**config.mk**
```make
export PLATFORM = sky130hd
export DESIGN_NAME = rng_pwl_evaluate
export DESIGN_NICKNAME = d
export VERILOG_FILES = /design/src/rtl/rng_pwl_evaluate_pkg.sv /design/src/rtl/rng_sample_fifo.sv /design/src/rtl/rng_pwl_evaluate.sv
export SDC_FILE = /design/constraint.sdc
export NUM_CORES = 1
export LEC_CHECK = 0
export CORE_UTILIZATION = 45
export CTS_BUF_LIST = sky130_fd_sc_hd__clkbuf_8
export CTS_CLUSTER_SIZE = 40
export DETAILED_ROUTE_END_ITERATION = 7
export PLACE_DENSITY = 0.72
export SLEW_MARGIN = 20
export SYNTH_ARGS = -nofsm -noshare
export SYNTH_HDL_FRONTEND = slang
export SYNTH_HIERARCHICAL = 1
export SYNTH_SLANG_ARGS = --single-unit
```
**constraint.sdc**
```tcl
create_clock -name clk -period 8.85 [get_ports clk]
set_input_delay 2.2125 -clock clk [delete_from_list [all_inputs] [get_ports clk]]
set_output_delay 2.2125 -clock clk [all_outputs]
set_load 0.01 [all_outputs]
```
**src/rtl/rng_pwl_evaluate_pkg.sv**
```systemverilog
// rng_pwl_evaluate_pkg: float field layout, ROM geometry and shared arithmetic helpers
package rng_pwl_evaluate_pkg;
    localparam int BX = 32;
    localparam int BY = 16;
    localparam int K = 4;
    localparam int MANT_BW = 24;
    localparam int EXP_BW = BX - 2 - MANT_BW;
    localparam int G_OCT = 16;
    localparam int D_OCT = 16;
    localparam int AW = $clog2((G_OCT + D_OCT) * (2 ** K));
    localparam int SW = AW - K;
    localparam int SYMM = BX - 1;
    localparam int PART = BX - 2;
    localparam int EXP_MSB = BX - 3;
    localparam int EXP_LSB = MANT_BW;
    localparam int MANT_MSB = MANT_BW - 1;

    typedef struct packed {
        logic          v;
        logic          symm;
        logic [BY-1:0] x;
    } stage_t;

    // Octaves past the table end reuse the last section of their half.
    function automatic logic [AW-1:0] pwl_addr(input logic [BX-1:0] f);
        logic [EXP_BW-1:0] e;
        logic [SW-1:0] sec;
        e = f[EXP_MSB:EXP_LSB];
        sec = f[PART] ? SW'(G_OCT) + (e > EXP_BW'(D_OCT - 1) ? SW'(D_OCT - 1) : SW'(e))
                      : (e > EXP_BW'(G_OCT - 1) ? SW'(G_OCT - 1) : SW'(e));
        return {sec, f[MANT_MSB -: K]};
    endfunction

    function automatic logic [BY:0] pwl_prod(input logic [BY-1:0] c1, input logic [BY-1:0] x);
        logic signed [2*BY:0] p;
        p = $signed({{(BY + 1){c1[BY-1]}}, c1}) * $signed({{(BY + 1){1'b0}}, x});
        return (BY + 1)'(p >>> BY);
    endfunction
endpackage

```
**src/rtl/rng_sample_fifo.sv**
```systemverilog
// rng_sample_fifo: synchronous FIFO with occupancy count; head reads zero while empty
module rng_sample_fifo #(
    parameter int WIDTH = 17,
    parameter int DEPTH = 8,
    localparam int CW = $clog2(DEPTH + 1),
    localparam int PW = $clog2(DEPTH)
) (
    input  logic             clk,
    input  logic             rst,
    input  logic             push_i,
    input  logic [WIDTH-1:0] data_i,
    input  logic             pop_i,
    output logic [CW-1:0]    count_o,
    output logic [WIDTH-1:0] head_o
);
    logic [WIDTH-1:0] mem_q [DEPTH];
    logic [PW-1:0] wr_q, rd_q;
    logic [CW-1:0] count_q;
    logic do_pop;

    function automatic logic [PW-1:0] nxt(input logic [PW-1:0] p);
        return p == PW'(DEPTH - 1) ? '0 : p + 1'b1;
    endfunction

    assign do_pop = pop_i && count_q != '0;
    assign count_o = count_q;
    assign head_o = count_q != '0 ? mem_q[rd_q] : '0;

    always_ff @(posedge clk) begin
        if (push_i) mem_q[wr_q] <= data_i;
    end

    always_ff @(posedge clk) begin
        if (rst) begin
            wr_q <= '0;
            rd_q <= '0;
            count_q <= '0;
        end else begin
            if (push_i) wr_q <= nxt(wr_q);
            if (do_pop) rd_q <= nxt(rd_q);
            count_q <= count_q + CW'(push_i) - CW'(do_pop);
        end
    end
endmodule

```
**src/rtl/rng_pwl_evaluate.sv**
```systemverilog
// rng_pwl_evaluate: ROM-addressed piecewise-linear evaluation y = c0 + c1*x with symmetry sign,
// credit flow control into an output FIFO so the pipeline never stalls internally
module rng_pwl_evaluate
    import rng_pwl_evaluate_pkg::*;
#(
    parameter int FIFO_DEPTH = 8
) (
    input  logic          clk,
    input  logic          rst,
    input  logic          in_valid_i,
    output logic          in_ready_o,
    input  logic [BX-1:0] in_float_i,
    output logic          lut_en_o,
    output logic [AW-1:0] lut_addr_o,
    input  logic [BY-1:0] lut_c0_i,
    input  logic [BY-1:0] lut_c1_i,
    output logic          out_valid_o,
    input  logic          out_ready_i,
    output logic [BY:0]   out_sample_o,
    output logic [15:0]   sat_count_o
);
    localparam int CW = $clog2(FIFO_DEPTH + 1);

    stage_t p1_q, p1b_q;
    logic [AW-1:0] addr_q;
    logic ready_en_q;
    logic p2_v_q, p2_symm_q;
    logic [BY-1:0] p2_c0_q;
    logic [BY:0] p2_prod_q;
    logic [15:0] sat_q;
    logic [CW-1:0] fifo_count;
    logic [CW:0] used;
    logic accept, clamp_lo, clamp_hi;
    logic signed [BY+1:0] sum;
    logic [BY-1:0] mag;
    logic [BY:0] res_d;

    // Every sample in the pipeline already owns a FIFO slot, so a push can never find it full.
    assign used = (CW + 1)'(fifo_count) + (CW + 1)'(p1_q.v) + (CW + 1)'(p1b_q.v) + (CW + 1)'(p2_v_q);
    assign in_ready_o = ready_en_q && used < (CW + 1)'(FIFO_DEPTH);
    assign accept = in_valid_i && in_ready_o;
    assign lut_en_o = p1_q.v;
    assign lut_addr_o = addr_q;
    assign out_valid_o = fifo_count != '0;
    assign sat_count_o = sat_q;

    always_comb begin
        sum = $signed({2'b00, p2_c0_q}) + $signed({p2_prod_q[BY], p2_prod_q});
        clamp_lo = sum[BY+1];
        clamp_hi = !sum[BY+1] && sum[BY];
        mag = clamp_lo ? '0 : clamp_hi ? '1 : sum[BY-1:0];
        res_d = p2_symm_q ? -{1'b0, mag} : {1'b0, mag};
    end

    always_ff @(posedge clk) begin
        if (rst) begin
            ready_en_q <= 1'b0;
            p1_q <= '0;
            p1b_q <= '0;
            addr_q <= '0;
            p2_v_q <= 1'b0;
            p2_symm_q <= 1'b0;
            p2_c0_q <= '0;
            p2_prod_q <= '0;
            sat_q <= '0;
        end else begin
            ready_en_q <= 1'b1;
            p1_q.v <= accept;
            if (accept) begin
                p1_q.symm <= in_float_i[SYMM];
                p1_q.x <= in_float_i[MANT_MSB-K -: BY];
                addr_q <= pwl_addr(in_float_i);
            end
            p1b_q <= p1_q;
            p2_v_q <= p1b_q.v;
            p2_symm_q <= p1b_q.symm;
            p2_c0_q <= lut_c0_i;
            p2_prod_q <= pwl_prod(lut_c1_i, p1b_q.x);
            if (p2_v_q && (clamp_lo || clamp_hi) && sat_q != 16'hFFFF) sat_q <= sat_q + 16'd1;
        end
    end

    rng_sample_fifo #(.WIDTH(BY + 1), .DEPTH(FIFO_DEPTH)) u_fifo (
        .clk(clk),
        .rst(rst),
        .push_i(p2_v_q),
        .data_i(res_d),
        .pop_i(out_valid_o && out_ready_i),
        .count_o(fifo_count),
        .head_o(out_sample_o)
    );
endmodule
```
==> metrics.yaml <==
dp_hpwl_mm: 31.06
ys_async_sr_fraction: 0
drtAntennaViolNets: 0
ios: 113
p_sw_frac: 0.3749
grt_usage: 0.1971
cts_sinks: 246
min_path_type: "flip-flop to flip-flop"
critPathMaxFanout: 11
path_class: "input port to flip-flop"
synth-xor-area-share: 0.01845
grt_pass1_vias: 13750
path_clk_slew_ps: 60
cts_inserted_buffers: 43
ys_ff_latch: 246
nets: 2308
slew_violations: 0
tightest_slew_ps: 1050
vdd_drop_max_v: 0.00009038
vias_per_cell: 5.374
drt_iter0_markers: 741
die_w_um: 207.4
critPathLaunchType: "input port"
postRouteWirelength_mm: 41.39
final_common_cell: "inv_1"
setup_violations: 0
p_comb_frac: 0.446
root_buffer: "clkbuf_8"
vias: 13236
synth_compound_area_frac: 0.08581
fp.dieArea_um2: 43010
cts_resized: 0
fin_crit_ps: 8295
holdWs_ps: 447.5
drv_cap: 0
n_fill_cell: 3589
synth_simple_gate_area_frac: 0.1435
cts_tree: "yes"
syn_nets: 2194
dp_cells: 2385
mostFrequentLayoutCells: "inv_1, fa_1, nand2_1"
ctsHtreeMaxLevel: 2
synth_edf_count: 136
netlist_area_um2: 18980
grt_max_degree: 68
critPathArrivalTime_ps: 8740
synthCells: 1784
detail_route.wl_per_cell_um: 16.80
stdcell_count: 2463
ys_seq_area_frac: 0.3311
gp_congestion: 0.8599
drtPass1Iterations: 6
drcViolationCount: 0
hold_violations: 0
io_buffer_count: 108
ys_types: 82
avgSynthCellArea_um2: 10.64
yosysWarnings: 6
antenna_found_initial: 0
status: "finished, final reports clean"
num_rows: 74
worstPathRequired_ps: 9290
seq_power_share: 0.321
slew_headroom: 0.2929
synth_top_family_by_area: "adder cells"
die_h_um: 207.4
fmax_mhz: 120.5
synthMuxAreaShare: 0.04475
clk_latency_ps: 610
p_switching_w: 0.001649
area_delta_synth_final_pct: 13.43
cts_setup_buffers: 0
leakage_nw: 9.306
antenna_cells: 0
crit_path_end_kind: "flip-flop"
clock_path_buffers: 3
grt_pass1_wl_mm: 68.37
clkPwrFrac: 0.233
synth_fa_ha_area_frac: 0.3029
intPower_w: 0.002750
synth_ff_type: "edfxtp_1"
core_um2: 41200
layout-drive-gt1-share: 0.08493
grt-ovfl-total: 0
final.setup_skew_ps: 38.17
period_share: 0.9373
rsz0062_at_grt: "false"
ctsHoldBuffers: 0
initial_core_util: 0.4608
p_per_area_nw_per_um2: 204.3
-- critical path: stages --
cell and delay, ps:
clkdlybuf4s50_1 760, buf_4 230, nand2_1 90, fa_1 560, inv_1 60, fa_1 390
inv_1 90, fa_1 390, inv_1 80, fa_1 430, fa_1 550, inv_1 50
fa_1 530, inv_1 40, ha_1 280, and3_1 140, o2111ai_1 160, o311ai_1 670
a211oi_1 210, buf_4 200, o311ai_0 370, xnor2_1 180, nor2_1 50
-- through the flow --
step	total power (W)	TNS [ps]	utilization	worst slack [ps]	area (um^2)
final	0.004399	0	0.5227	554.5	21530
after global routing	0.004750	0	0.5227	231.6	21530
after detailed placement	0.003394	-43.18	0.5014	-43.18	20660
after CTS	0.004443	0	0.5224	579.8	21520
after global placement	0.003334	0	0.5014	36.31	20660
after floorplan	0.002833	0	-	964.8	18980
-- power by group through the flow --
| stage | clock (W) | combinational [W] | sequential [W] |
|---|---|---|---|
| 2_1_floorplan | 0 | 0.00143 | 0.00140 |
| 3_3_place_gp | 0 | 0.00190 | 0.00143 |
| 3_5_place_dp | 0 | 0.00196 | 0.00143 |
| 4_1_cts | 0.00106 | 0.00198 | 0.00141 |
| 5_1_grt | 0.00111 | 0.00222 | 0.00142 |
| 6_report | 0.00102 | 0.00196 | 0.00141 |
-- cell families (layout without fill, tap and decap cells) --
family | Yosys count | after routing
flip-flops | 246 | 246
AND/OR/NAND/NOR | 537 | 537
buffers and inverters | 351 | 498
multiplexers | 42 | 42
AO/OA/AOI/OAI | 226 | 226
XOR/XNOR | 40 | 40
adder cells (fa/ha/maj) | 342 | 342
-- synthesized netlist by cell type, types with 6 or more instances --
cell / n / area share
edfxtp_1: 136 / 0.22
nand2_1: 172 / 0.034
mux4_2: 34 / 0.040
a22o_2: 6 / 0.0032
or3_1: 6 / 0.0020
nor4_1: 11 / 0.0036
nand2b_1: 16 / 0.0053
a211oi_1: 7 / 0.0028
ha_1: 146 / 0.096
inv_1: 275 / 0.054
and2_1: 122 / 0.040
nand3_1: 20 / 0.0053
buf_6: 6 / 0.0036
buf_2: 11 / 0.0029
o21ai_0: 37 / 0.0098
o22a_1: 17 / 0.0078
xnor2_1: 33 / 0.015
clkbuf_1: 55 / 0.011
o211ai_1: 7 / 0.0028
a21o_1: 18 / 0.0071
dfxtp_1: 110 / 0.12
o21a_1: 8 / 0.0032
xor2_1: 7 / 0.0032
nor2_1: 79 / 0.016
a22o_1: 12 / 0.0055
and3_1: 8 / 0.0026
nor3_1: 25 / 0.0066
a21oi_1: 52 / 0.014
nand4_1: 6 / 0.0020
fa_1: 196 / 0.21
nor2b_1: 43 / 0.014
-- per-layer routing --
layer	GRT usage	vias to the layer above	routed length, um
met5	0	-	0
li1	-	6180	-
met4	0.06202	0	1058
met1	0.2567	6613	18010
met2	0.3409	368	20290
met3	0.02572	75	2033
-- worst paths after layout --
check                            start                  endpoint  slack, ps  depth (start not counted)
setup / recovery           lut_c1_i[8]  p2_prod_q[13]$_SDFF_PP0_        550                         23
hold / removal    p1b_q[16]$_SDFF_PP0_      p2_symm_q$_SDFF_PP0_        450                          1
setup reg to reg  p1b_q[12]$_SDFF_PP0_  p2_prod_q[13]$_SDFF_PP0_       2180                         18
hold reg to reg   p1b_q[16]$_SDFF_PP0_      p2_symm_q$_SDFF_PP0_        450                          1
-- sequential cells by signal, summed over array words and instances (netlist names), named ones only --
register,count
p1b_q,18
p2_c0_q,16
u_fifo/rd_q,3
u_fifo/count_o,4
p2_symm_q,1
ready_en_q,1
p2_prod_q,17
p2_v_q,1
lut_addr_o,9
sat_count_o,16
p1_q,17
u_fifo/mem_q,136
lut_en_o,1
u_fifo/wr_q,3
-- final cells by class --
| type | instances | area, um^2 | share of cell area |
|---|---|---|---|
| multi-input cells | 1187 | 11330 | 0.5261 |
| flip-flops and latches | 246 | 6287 | 0.2920 |
| repair buffers | 145 | 1356 | 0.06298 |
| inverters | 275 | 1032 | 0.04793 |
| clock buffers | 50 | 688.2 | 0.03196 |
| well taps | 532 | 665.6 | 0.03091 |
| clock inverters | 28 | 176.4 | 0.008192 |
Note: power is estimated with default switching activity, not from simulation.
